`src/rtl/reg_file_pkg.sv`:
```
// Shared sizing constants for the architectural register file and its
// per-register pending-write scoreboard.
package reg_file_pkg;

    localparam int unsigned DATA_W = 32;
    localparam int unsigned ADDR_W = 5;
    localparam int unsigned PEND_W = 2;
    localparam int unsigned NREGS  = 2 ** ADDR_W;

    localparam logic [ADDR_W-1:0] ZERO_REG = '0;
    localparam logic [PEND_W-1:0] PEND_MAX = '1;
    localparam logic [PEND_W-1:0] PEND_ONE = PEND_W'(1);

endpackage

```
`src/rtl/reg_file_pend_ctr.sv`:
```
// Saturating pending-write counter for one architectural register: +1 on issue,
// -1 on write-back, with overflow/underflow strobes for the sticky error flag.
module reg_file_pend_ctr
    import reg_file_pkg::*;
#(
    parameter bit Bypass = 1'b0
) (
    input  logic i_clk,
    input  logic i_rst,
    input  logic i_inc,
    input  logic i_dec,
    output logic o_busy,
    output logic o_ovf,
    output logic o_unf
);

    logic [PEND_W-1:0] r_cnt;
    logic              w_at_max;
    logic              w_at_zero;
    logic              w_up;
    logic              w_down;

    assign w_at_max  = (r_cnt == PEND_MAX);
    assign w_at_zero = (r_cnt == '0);

    // Simultaneous issue and retire cancel out and are never an error.
    assign w_up   = i_inc && !i_dec;
    assign w_down = i_dec && !i_inc;

    assign o_ovf = w_up && w_at_max;
    assign o_unf = w_down && w_at_zero;

    always_ff @(posedge i_clk or posedge i_rst) begin
        if (i_rst) begin
            r_cnt <= '0;
        end else if (w_up && !w_at_max) begin
            r_cnt <= r_cnt + PEND_ONE;
        end else if (w_down && !w_at_zero) begin
            r_cnt <= r_cnt - PEND_ONE;
        end
    end

    // With write-through, the last retiring write already satisfies a reader.
    always_comb begin
        if (Bypass) begin
            o_busy = !w_at_zero && !(i_dec && (r_cnt == PEND_ONE));
        end else begin
            o_busy = !w_at_zero;
        end
    end

endmodule

```
`src/rtl/reg_file.sv`:
```
// Architectural register file with two combinational read ports and a
// per-register pending-write scoreboard. Define WB_BYPASS_EN for write-through.
module reg_file
    import reg_file_pkg::*;
(
    input  logic              clk,
    input  logic              rst,
    input  logic              wb_we,
    input  logic [ADDR_W-1:0] wb_rd,
    input  logic [DATA_W-1:0] wb_data,
    input  logic              iss_valid,
    input  logic [ADDR_W-1:0] iss_rd,
    input  logic [ADDR_W-1:0] rs1_addr,
    input  logic [ADDR_W-1:0] rs2_addr,
    output logic [DATA_W-1:0] rs1_data,
    output logic [DATA_W-1:0] rs2_data,
    output logic              rs1_busy,
    output logic              rs2_busy,
    output logic              sb_err
);

`ifdef WB_BYPASS_EN
    localparam bit BYPASS = 1'b1;
`else
    localparam bit BYPASS = 1'b0;
`endif

    logic [DATA_W-1:0] r_regs [NREGS];
    logic [NREGS-1:0]  w_busy;
    logic [NREGS-1:0]  w_ovf;
    logic [NREGS-1:0]  w_unf;
    logic              r_sb_err;
    logic [DATA_W-1:0] w_rs1_reg;
    logic [DATA_W-1:0] w_rs2_reg;
    logic              w_hit1;
    logic              w_hit2;

    always_ff @(posedge clk or posedge rst) begin
        if (rst) begin
            for (int i = 0; i < NREGS; i++) begin
                r_regs[i] <= '0;
            end
        end else if (wb_we && (wb_rd != ZERO_REG)) begin
            r_regs[wb_rd] <= wb_data;
        end
    end

    // r0 has no counter: it can never be busy or raise an error.
    assign w_busy[0] = 1'b0;
    assign w_ovf[0]  = 1'b0;
    assign w_unf[0]  = 1'b0;

    for (genvar g = 1; g < NREGS; g++) begin : g_pend
        logic w_inc;
        logic w_dec;

        assign w_inc = iss_valid && (iss_rd == ADDR_W'(g));
        assign w_dec = wb_we && (wb_rd == ADDR_W'(g));

        reg_file_pend_ctr #(
            .Bypass (BYPASS)
        ) u_pend_ctr (
            .i_clk  (clk),
            .i_rst  (rst),
            .i_inc  (w_inc),
            .i_dec  (w_dec),
            .o_busy (w_busy[g]),
            .o_ovf  (w_ovf[g]),
            .o_unf  (w_unf[g])
        );
    end

    always_ff @(posedge clk or posedge rst) begin
        if (rst) begin
            r_sb_err <= 1'b0;
        end else begin
            r_sb_err <= r_sb_err | (|w_ovf) | (|w_unf);
        end
    end

    assign w_rs1_reg = (rs1_addr == ZERO_REG) ? '0 : r_regs[rs1_addr];
    assign w_rs2_reg = (rs2_addr == ZERO_REG) ? '0 : r_regs[rs2_addr];

    assign w_hit1 = BYPASS && wb_we && (wb_rd == rs1_addr) && (rs1_addr != ZERO_REG);
    assign w_hit2 = BYPASS && wb_we && (wb_rd == rs2_addr) && (rs2_addr != ZERO_REG);

    assign rs1_data = w_hit1 ? wb_data : w_rs1_reg;
    assign rs2_data = w_hit2 ? wb_data : w_rs2_reg;
    assign rs1_busy = w_busy[rs1_addr];
    assign rs2_busy = w_busy[rs2_addr];
    assign sb_err   = r_sb_err;

endmodule

```
`config.mk`:
```
export PLATFORM = sky130hd
export DESIGN_NAME = reg_file
export DESIGN_NICKNAME = d
export VERILOG_FILES = /design/src/rtl/reg_file_pkg.sv /design/src/rtl/reg_file_pend_ctr.sv /design/src/rtl/reg_file.sv
export SDC_FILE = /design/constraint.sdc
export NUM_CORES = 2
export LEC_CHECK = 0
export CAP_MARGIN = 20
export CORE_MARGIN = 2
export CORE_UTILIZATION = 40
export DETAILED_ROUTE_END_ITERATION = 10
export HOLD_SLACK_MARGIN = 0.1
export SLEW_MARGIN = 20
export SYNTH_ARGS = -nofsm -noshare
export SYNTH_HDL_FRONTEND = slang
export SYNTH_HIERARCHICAL = 1
export SYNTH_SLANG_ARGS = --single-unit
```
`constraint.sdc`:
```
create_clock -name clk -period 89.8 [get_ports clk]
set_input_delay 22.45 -clock clk [delete_from_list [all_inputs] [get_ports clk]]
set_output_delay 22.45 -clock clk [all_outputs]
set_load 0.05 [all_outputs]
```
Word level (Yosys, flattened, before mapping):

Index checks and enable logic that the tools add are counted.

* register bits after elaboration: 1087
* output and inout port bits: 67
* word-level logic and storage cells: 748

* add/subtract/negate cells: 62
* $lt $le $gt $ge: 6
* eq/ne operators: 93
* mux-type cells: 77
* bitwise logic cells: 5
* reduce and logical (&&, ||, !) cells: 441

Operator list (number)
* 1024-bit bitwise mux: 1
* 32-bit binary-select mux with 5-bit select: 2
* 1-bit logical AND: 250
* 32-bit two-way mux: 7
* 32-bit demux with 5-bit select: 1
* 5-bit equality test (second input constant): 32
* 1-bit logical NOT: 124
* 2-bit two-way mux: 62
* 5-bit by 4-bit equality test with 1-bit output (second input constant): 16
* 2-bit by 1-bit adder with 2-bit output (second input constant): 31
* 2-bit equality test (second input constant): 31
* 2-bit logical NOT: 31
* 2-bit nonzero test: 31
* 31-bit OR reduction: 2
* 2-bit by 1-bit subtractor with 2-bit output (second input constant): 31
* 5-bit by 3-bit equality test with 1-bit output (second input constant): 8
* 5-bit by 2-bit equality test with 1-bit output (second input constant): 4
* 6-bit >= comparator (second input constant): 3
* 5-bit inverter with 6-bit output: 3
* 5-bit by 6-bit < comparator with 1-bit output (second input constant): 2
* 1-bit binary-select mux with 5-bit select: 2
* 5-bit by 1-bit equality test with 1-bit output (second input constant): 2
* 5-bit logical NOT: 2
* 6-bit by 1-bit < comparator with 1-bit output (second input constant): 1
* other kinds (3): 5

Logic depth before layout (Yosys ltp):

* word-level depth: 8
* gate-level depth with buffers: 12
* mapped depth without buffers: 9

Cells and area by module:

Netlist, hierarchy kept.

Modules (own cells, without submodules)
* reg_file: times used 1, cells an instance 3635, area an instance 55398.1 um2
* reg_file_pend_ctr: times used 31, cells an instance 16, area an instance 136.4 um2

Worst setup path after synthesis:

No wires, ideal clock.

* path type: in2out
* start point: in rs1_addr[1]
* end point: out rs1_data[1]
* arrival: 24854 ps
* data required time: 67350 ps
* slack: 42496 ps
* stages: 8
* path buffers: 4
* path through: buf_4 buf_4 buf_6 buf_4 mux2i_1 a221oi_1 o21ai_0 a311oi_1

* cells in the longest elaborated chain, start to end: 5
* elaborated cells on any way between the ends: 6

Ends and longest elaborated chain
* start: declaration: RTL line reg_file.sv:13 `input logic [ADDR_W-1:0] rs1_addr,`
* 5-bit inverter with 6-bit output (implied by the code): RTL line reg_file.sv:81 `assign w_rs1_reg = (rs1_addr == ZERO_REG) ? '0 : r_regs[rs1_addr];`
* 32-bit binary-select mux with 5-bit select: RTL line reg_file.sv:81
* 32-bit two-way mux (implied by the code) (2 in a row): RTL line reg_file.sv:81
* 32-bit two-way mux *: RTL line reg_file.sv:81
* end: declaration: RTL line reg_file.sv:15 `output logic [DATA_W-1:0] rs1_data,`

Every way passes the cells marked *; elsewhere a longest branch is shown, timed or not. The select of a mux whose other input is x is not followed.

Worst setup path after layout:

* start point: in rs2_addr[0]
* end point: out rs2_data[16]

* cells in the longest elaborated chain, start to end: 5
* elaborated cells on any way between the ends: 6

Ends and longest elaborated chain
* start: declaration: RTL line reg_file.sv:14 `input logic [ADDR_W-1:0] rs2_addr,`
* 5-bit inverter with 6-bit output (implied by the code): RTL line reg_file.sv:82 `assign w_rs2_reg = (rs2_addr == ZERO_REG) ? '0 : r_regs[rs2_addr];`
* 32-bit binary-select mux with 5-bit select: RTL line reg_file.sv:82
* 32-bit two-way mux (implied by the code) (2 in a row): RTL line reg_file.sv:82
* 32-bit two-way mux *: RTL line reg_file.sv:82
* end: declaration: RTL line reg_file.sv:16 `output logic [DATA_W-1:0] rs2_data,`

Marked as above.

==> impl_results.html <==
<table>
<tr><th>Metric</th><th>Value</th></tr>
<tr><th colspan="2">Outcome</th></tr>
<tr><td>Run status</td><td>finished, final reports clean</td></tr>
<tr><th colspan="2">Pwr</th></tr>
<tr><td>Maximum ir drop on the vdd rail</td><td>0.0164 mV</td></tr>
<tr><td>Pwr dens</td><td>22.5 nW/um^2</td></tr>
<tr><td>Total leakage power</td><td>0.0283 uW</td></tr>
<tr><td>Power, Total</td><td>1490 uW</td></tr>
<tr><th colspan="2">Worst setup path</th></tr>
<tr><td>Worst reg-to-reg path cell count</td><td>5</td></tr>
<tr><td>Slowest-stage cell, CP</td><td>buf_4</td></tr>
<tr><td>Delay of the slowest cell on the worst path</td><td>0.78 ns</td></tr>
<tr><td>Worst flop-to-flop path startpoint</td><td>g_pend[9].u_pend_ctr/r_cnt[0]$_DFFE_PP0P_</td></tr>
<tr><td>Series of cell instances along the critical path</td><td>buf_8, buf_4, buf_4, buf_4, buf_4, mux4_2, mux2_2, a221oi_2, a221oi_1, clkdlybuf4s50_1</td></tr>
<tr><td>Critical path peak fanout</td><td>60</td></tr>
<tr><td>End of the critical path</td><td>rs2_data[16]</td></tr>
<tr><td>Required time reported for the critical path endpoint</td><td>67.35 ns</td></tr>
<tr><td>Setup slack on the worst flop-to-flop path</td><td>87.66 ns</td></tr>
<tr><td>Arrival time reported for the critical path endpoint</td><td>28.11 ns</td></tr>
<tr><td>Reg-to-Reg End</td><td>sb_err$_DFF_PP0_</td></tr>
<tr><td>CP startpoint</td><td>rs2_addr[0]</td></tr>
<tr><td>Critical path start-end classification</td><td>in2out</td></tr>
<tr><td>CP dominant cell by count</td><td>buf_4</td></tr>
<tr><td>Setup crit start kind</td><td>input pin</td></tr>
<tr><td>Crit end category</td><td>primary output</td></tr>
<tr><th colspan="2">Clock tree</th></tr>
<tr><td>H-tree depth</td><td>3</td></tr>
<tr><td>Clock tree from TritonCTS</td><td>built</td></tr>
<tr><td>Root cell of the clock tree</td><td>clkbuf_16</td></tr>
<tr><td>Post-CTS Repair Setup Buffers</td><td>0</td></tr>
<tr><td>Clock transition at the register clock pins on the worst setup and hold paths after CTS</td><td>0.06 ns</td></tr>
<tr><td>Number of buffers created by CTS</td><td>116</td></tr>
<tr><td>Post-cts gate resize count</td><td>0</td></tr>
<tr><td>Clock latency reported for the late side of the worst-skew pair</td><td>0.76 ns</td></tr>
<tr><td># hold bufs at CTS</td><td>0</td></tr>
<tr><td>Number of buffers between clock root and the deepest sink</td><td>3</td></tr>
<tr><td>Number of clock sinks</td><td>1087</td></tr>
<tr><th colspan="2">Synth</th></tr>
<tr><td>Number of flip-flops and latches in the synthesized netlist</td><td>1087</td></tr>
<tr><td>Mux contribution to synthesized area</td><td>41.4%</td></tr>
<tr><td>Cell area after synthesis</td><td>59600 sq um</td></tr>
<tr><td>Number of enable flip-flop cells after synthesis</td><td>0</td></tr>
<tr><td>Mean cell area of the mapped netlist</td><td>14.4 sq um</td></tr>
<tr><td>YS warnings</td><td>6</td></tr>
<tr><td>Asr flop ratio synth</td><td>100%</td></tr>
<tr><td>Number of instances in the synthesized netlist</td><td>4131</td></tr>
<tr><td>Area share of and/or/nand/nor cells after synthesis</td><td>4.87%</td></tr>
<tr><td>Largest family of logic cells by synthesized area</td><td>multiplexers</td></tr>
<tr><td>Fraction of synthesized cell area in xor and xnor cells</td><td>0%</td></tr>
<tr><td>Share of the synthesized area in compound gates (AO/OA/AOI/OAI)</td><td>4.41%</td></tr>
<tr><td>Seq/Total Area, Yosys</td><td>45.6%</td></tr>
<tr><td>Predominant post-synthesis flop cell</td><td>dfrtp_1</td></tr>
<tr><td>Distinct cell type count after synthesis</td><td>42</td></tr>
<tr><td>Adder-cell share of the synthesized area</td><td>0%</td></tr>
<tr><td>Synthesized netlist net count</td><td>4187</td></tr>
<tr><th colspan="2">Global routing</th></tr>
<tr><td>Antenna violations before repair</td><td>7</td></tr>
<tr><td>First-pass GRT wire length</td><td>274 mm</td></tr>
<tr><td>Aggregate global-route resource usage</td><td>24.3%</td></tr>
<tr><td>Vias in the first global route</td><td>38.9k</td></tr>
<tr><td>Maximum number of pins on one net before global-route repair</td><td>177</td></tr>
<tr><td>Total gr overflow</td><td>0</td></tr>
<tr><th colspan="2">Routing</th></tr>
<tr><td>Post-Route WL</td><td>185 mm</td></tr>
<tr><td>Wire length per cell</td><td>30.6 microns</td></tr>
<tr><td>Post-route DRC violation count</td><td>0</td></tr>
<tr><td>Total via count after detailed routing</td><td>38.1k</td></tr>
<tr><td>Drt first pass iters</td><td>5</td></tr>
<tr><td>Violation count after the first detailed-route iteration</td><td>3263</td></tr>
<tr><td>Post-DR vias/cell</td><td>6.29</td></tr>
<tr><td>Number of antenna-violating nets in the routed design</td><td>0</td></tr>
<tr><th colspan="2">Timing</th></tr>
<tr><td>Relative slew margins</td><td>22.2%</td></tr>
<tr><td>Finish-stage setup viols</td><td>0</td></tr>
<tr><td>Max-slew violation count</td><td>0</td></tr>
<tr><td>Hold Vio Cnt, Final</td><td>0</td></tr>
<tr><td>Setup repair after global routing missed its margin</td><td>no</td></tr>
<tr><td>Period utilisation layout</td><td>56.3%</td></tr>
<tr><td>Setup TNS</td><td>0 ns</td></tr>
<tr><td>Post-layout min period</td><td>50.56 ns</td></tr>
<tr><td>Least-Margin Pin Slew</td><td>1.17 ns</td></tr>
<tr><td>Layout Skew</td><td>0.0258 ns</td></tr>
<tr><td>Maximum clock frequency</td><td>19.8 MHz</td></tr>
<tr><th colspan="2">Placed design</th></tr>
<tr><td>Final weighted congestion in routability-driven placement</td><td>0.808</td></tr>
<tr><td>Number of placed instances with taps included</td><td>5826</td></tr>
<tr><td>Estimated wirelength of the detail-placed design</td><td>101 mm</td></tr>
<tr><td>Port Buffers</td><td>122</td></tr>
<tr><td>Total placed instance area</td><td>62100 sq um</td></tr>
<tr><th colspan="2">Floorplanning</th></tr>
<tr><td>Core area</td><td>148000 sq um</td></tr>
<tr><td>Number of placed I/O pins</td><td>123</td></tr>
<tr><td>DIE AREA</td><td>152000 sq um</td></tr>
<tr><td>Die extent in x</td><td>390 microns</td></tr>
<tr><td>Height of the die</td><td>390 microns</td></tr>
<tr><td>Initial Utilization</td><td>40.3%</td></tr>
<tr><td>Count of standard-cell rows</td><td>141</td></tr>
<tr><th colspan="2">Final layout</th></tr>
<tr><td>Net count, final</td><td>4074</td></tr>
<tr><td>Finished Layout Cells</td><td>6050</td></tr>
<tr><td>Fillers</td><td>13.1k</td></tr>
<tr><td>Layout cell share with drive strength beyond 1</td><td>49.0%</td></tr>
<tr><td>Final instance area</td><td>66200 sq um</td></tr>
<tr><td>Area growth from synthesis to final layout</td><td>11.0%</td></tr>
<tr><th colspan="2">Min path</th></tr>
<tr><td>Hold path startpoint</td><td>r_regs[1005]$_DFFE_PP0P_</td></tr>
<tr><td>Class of the most critical hold timing path</td><td>reg2reg</td></tr>
<tr><th colspan="2">Run</th></tr>
<tr><td>Total of max-cap violations</td><td>0</td></tr>
</table>
## cell type report
| type | count | area (sq um) | share of cell area (%) |
|---|---|---|---|
| Clock inverter | 52 | 694 | 1.05 |
| Tap cell | 1930 | 2410 | 3.65 |
| Clock buffer | 166 | 3370 | 5.09 |
| Timing Repair Buffer | 201 | 1850 | 2.79 |
| Multi-Input combinational cell | 2560 | 30500 | 46.0 |
| Inverter | 52 | 208 | 0.314 |
| Antenna cell | 2 | 5.00 | 0.00756 |
| Sequential cell | 1087 | 27200 | 41.1 |
## worst min-delay path by stage
stage	cells after the start	slack [ns]	to
floorplan	1	0.42	r_regs[1005]$_DFFE_PP0P_
global placement	0	0.36	r_regs[994]$_DFFE_PP0P_
detailed placement	0	0.37	r_regs[1005]$_DFFE_PP0P_
CTS	0	0.39	r_regs[994]$_DFFE_PP0P_
global route	0	0.41	r_regs[994]$_DFFE_PP0P_
finish	0	0.38	r_regs[1005]$_DFFE_PP0P_
## cells by family (layout without fill, tap and decap cells)
kind of cell	Yosys count	count (layout)
mux	1713	1713
flops	1087	1087
simple gates	488	488
buf+inv	484	471
compound gates	359	359
other cells	0	2
## state kept, by name, indices dropped and copies added (netlist names)
| signal | count |
|---|---|
| r_regs | 1024 |
| g_pend.u_pend_ctr/r_cnt | 62 |
| sb_err | 1 |
## synth_stat cells, drive strengths merged (32+ instances only)
master	instances	share of area (%)
a211oi	32	0.40
a21oi	62	0.72
a221oi	92	1.5
a22oi	35	0.44
a311oi	32	0.47
and2	35	0.37
buf	201	1.9
clkbuf	231	1.5
dfrtp	1087	46
inv	51	0.32
mux2	1087	21
mux2i	133	2.2
mux4	493	19
nand2b	69	0.72
nor2	146	0.92
nor2b	45	0.60
nor3	34	0.55
o21ai	98	0.82
or2	33	0.35
## report_power, final
group          total (uW)  leakage (uW)  internal [uW]  switching [uW]
Clock                 513       0.00203            301             212
Sequential            658        0.0139            582            75.5
Combinational         319        0.0123            184             135
Total                1490        0.0283           1070             422
## critical path: cells and delay by family
family	cells	cell delay (ns)
compound gates	2	0.46
buf+inv	6	4.06
mux	2	0.88
## per-layer routing
| layer | global-route usage [%] | vias up | wire length, microns |
|---|---|---|---|
| li1 | - | 15600 | - |
| met1 | 33.6 | 20700 | 78900 |
| met2 | 38.7 | 1368 | 87500 |
| met3 | 4.50 | 331 | 12300 |
| met4 | 8.11 | 10 | 6170 |
| met5 | 0 | - | 67 |
## stage by stage
stage | setup WS (ns) | hold slack (ns) | utilization, %
floorplan | 38.51 | 0.425 | -
global placement | 39.22 | 0.361 | 42.0
detailed placement | 39.11 | 0.369 | 42.0
CTS | 39.10 | 0.386 | 44.8
global route | 38.78 | 0.405 | 44.8
finish | 39.24 | 0.381 | 44.8
## placed cells by master, fill, tap and decap left out, types with 7 or more instances in the layout
cell	count
and2_1	34
o21ai_1	31
a211oi_1	32
nor2b_1	10
inv_1	50
clkinv_2	30
nor2_4	16
a311oi_1	32
nand4_1	9
nor2_1	130
and3_1	31
a21oi_2	31
a21oi_1	31
a22oi_1	35
mux2i_1	133
nand2_1	10
mux2_2	1087
clkdlybuf4s50_1	105
clkbuf_8	28
nand2b_1	68
clkbuf_1	22
and3b_1	31
o21ai_0	67
buf_2	10
a221oi_1	82
clkbuf_16	116
or2_1	31
a221oi_2	10
nor4_1	17
nor2b_2	31
buf_4	74
nand2_4	7
dfrtp_1	1087
bufinv_16	14
mux4_2	493
nor3_2	31
nand3_1	9
Power figures use the tool's default switching activity.
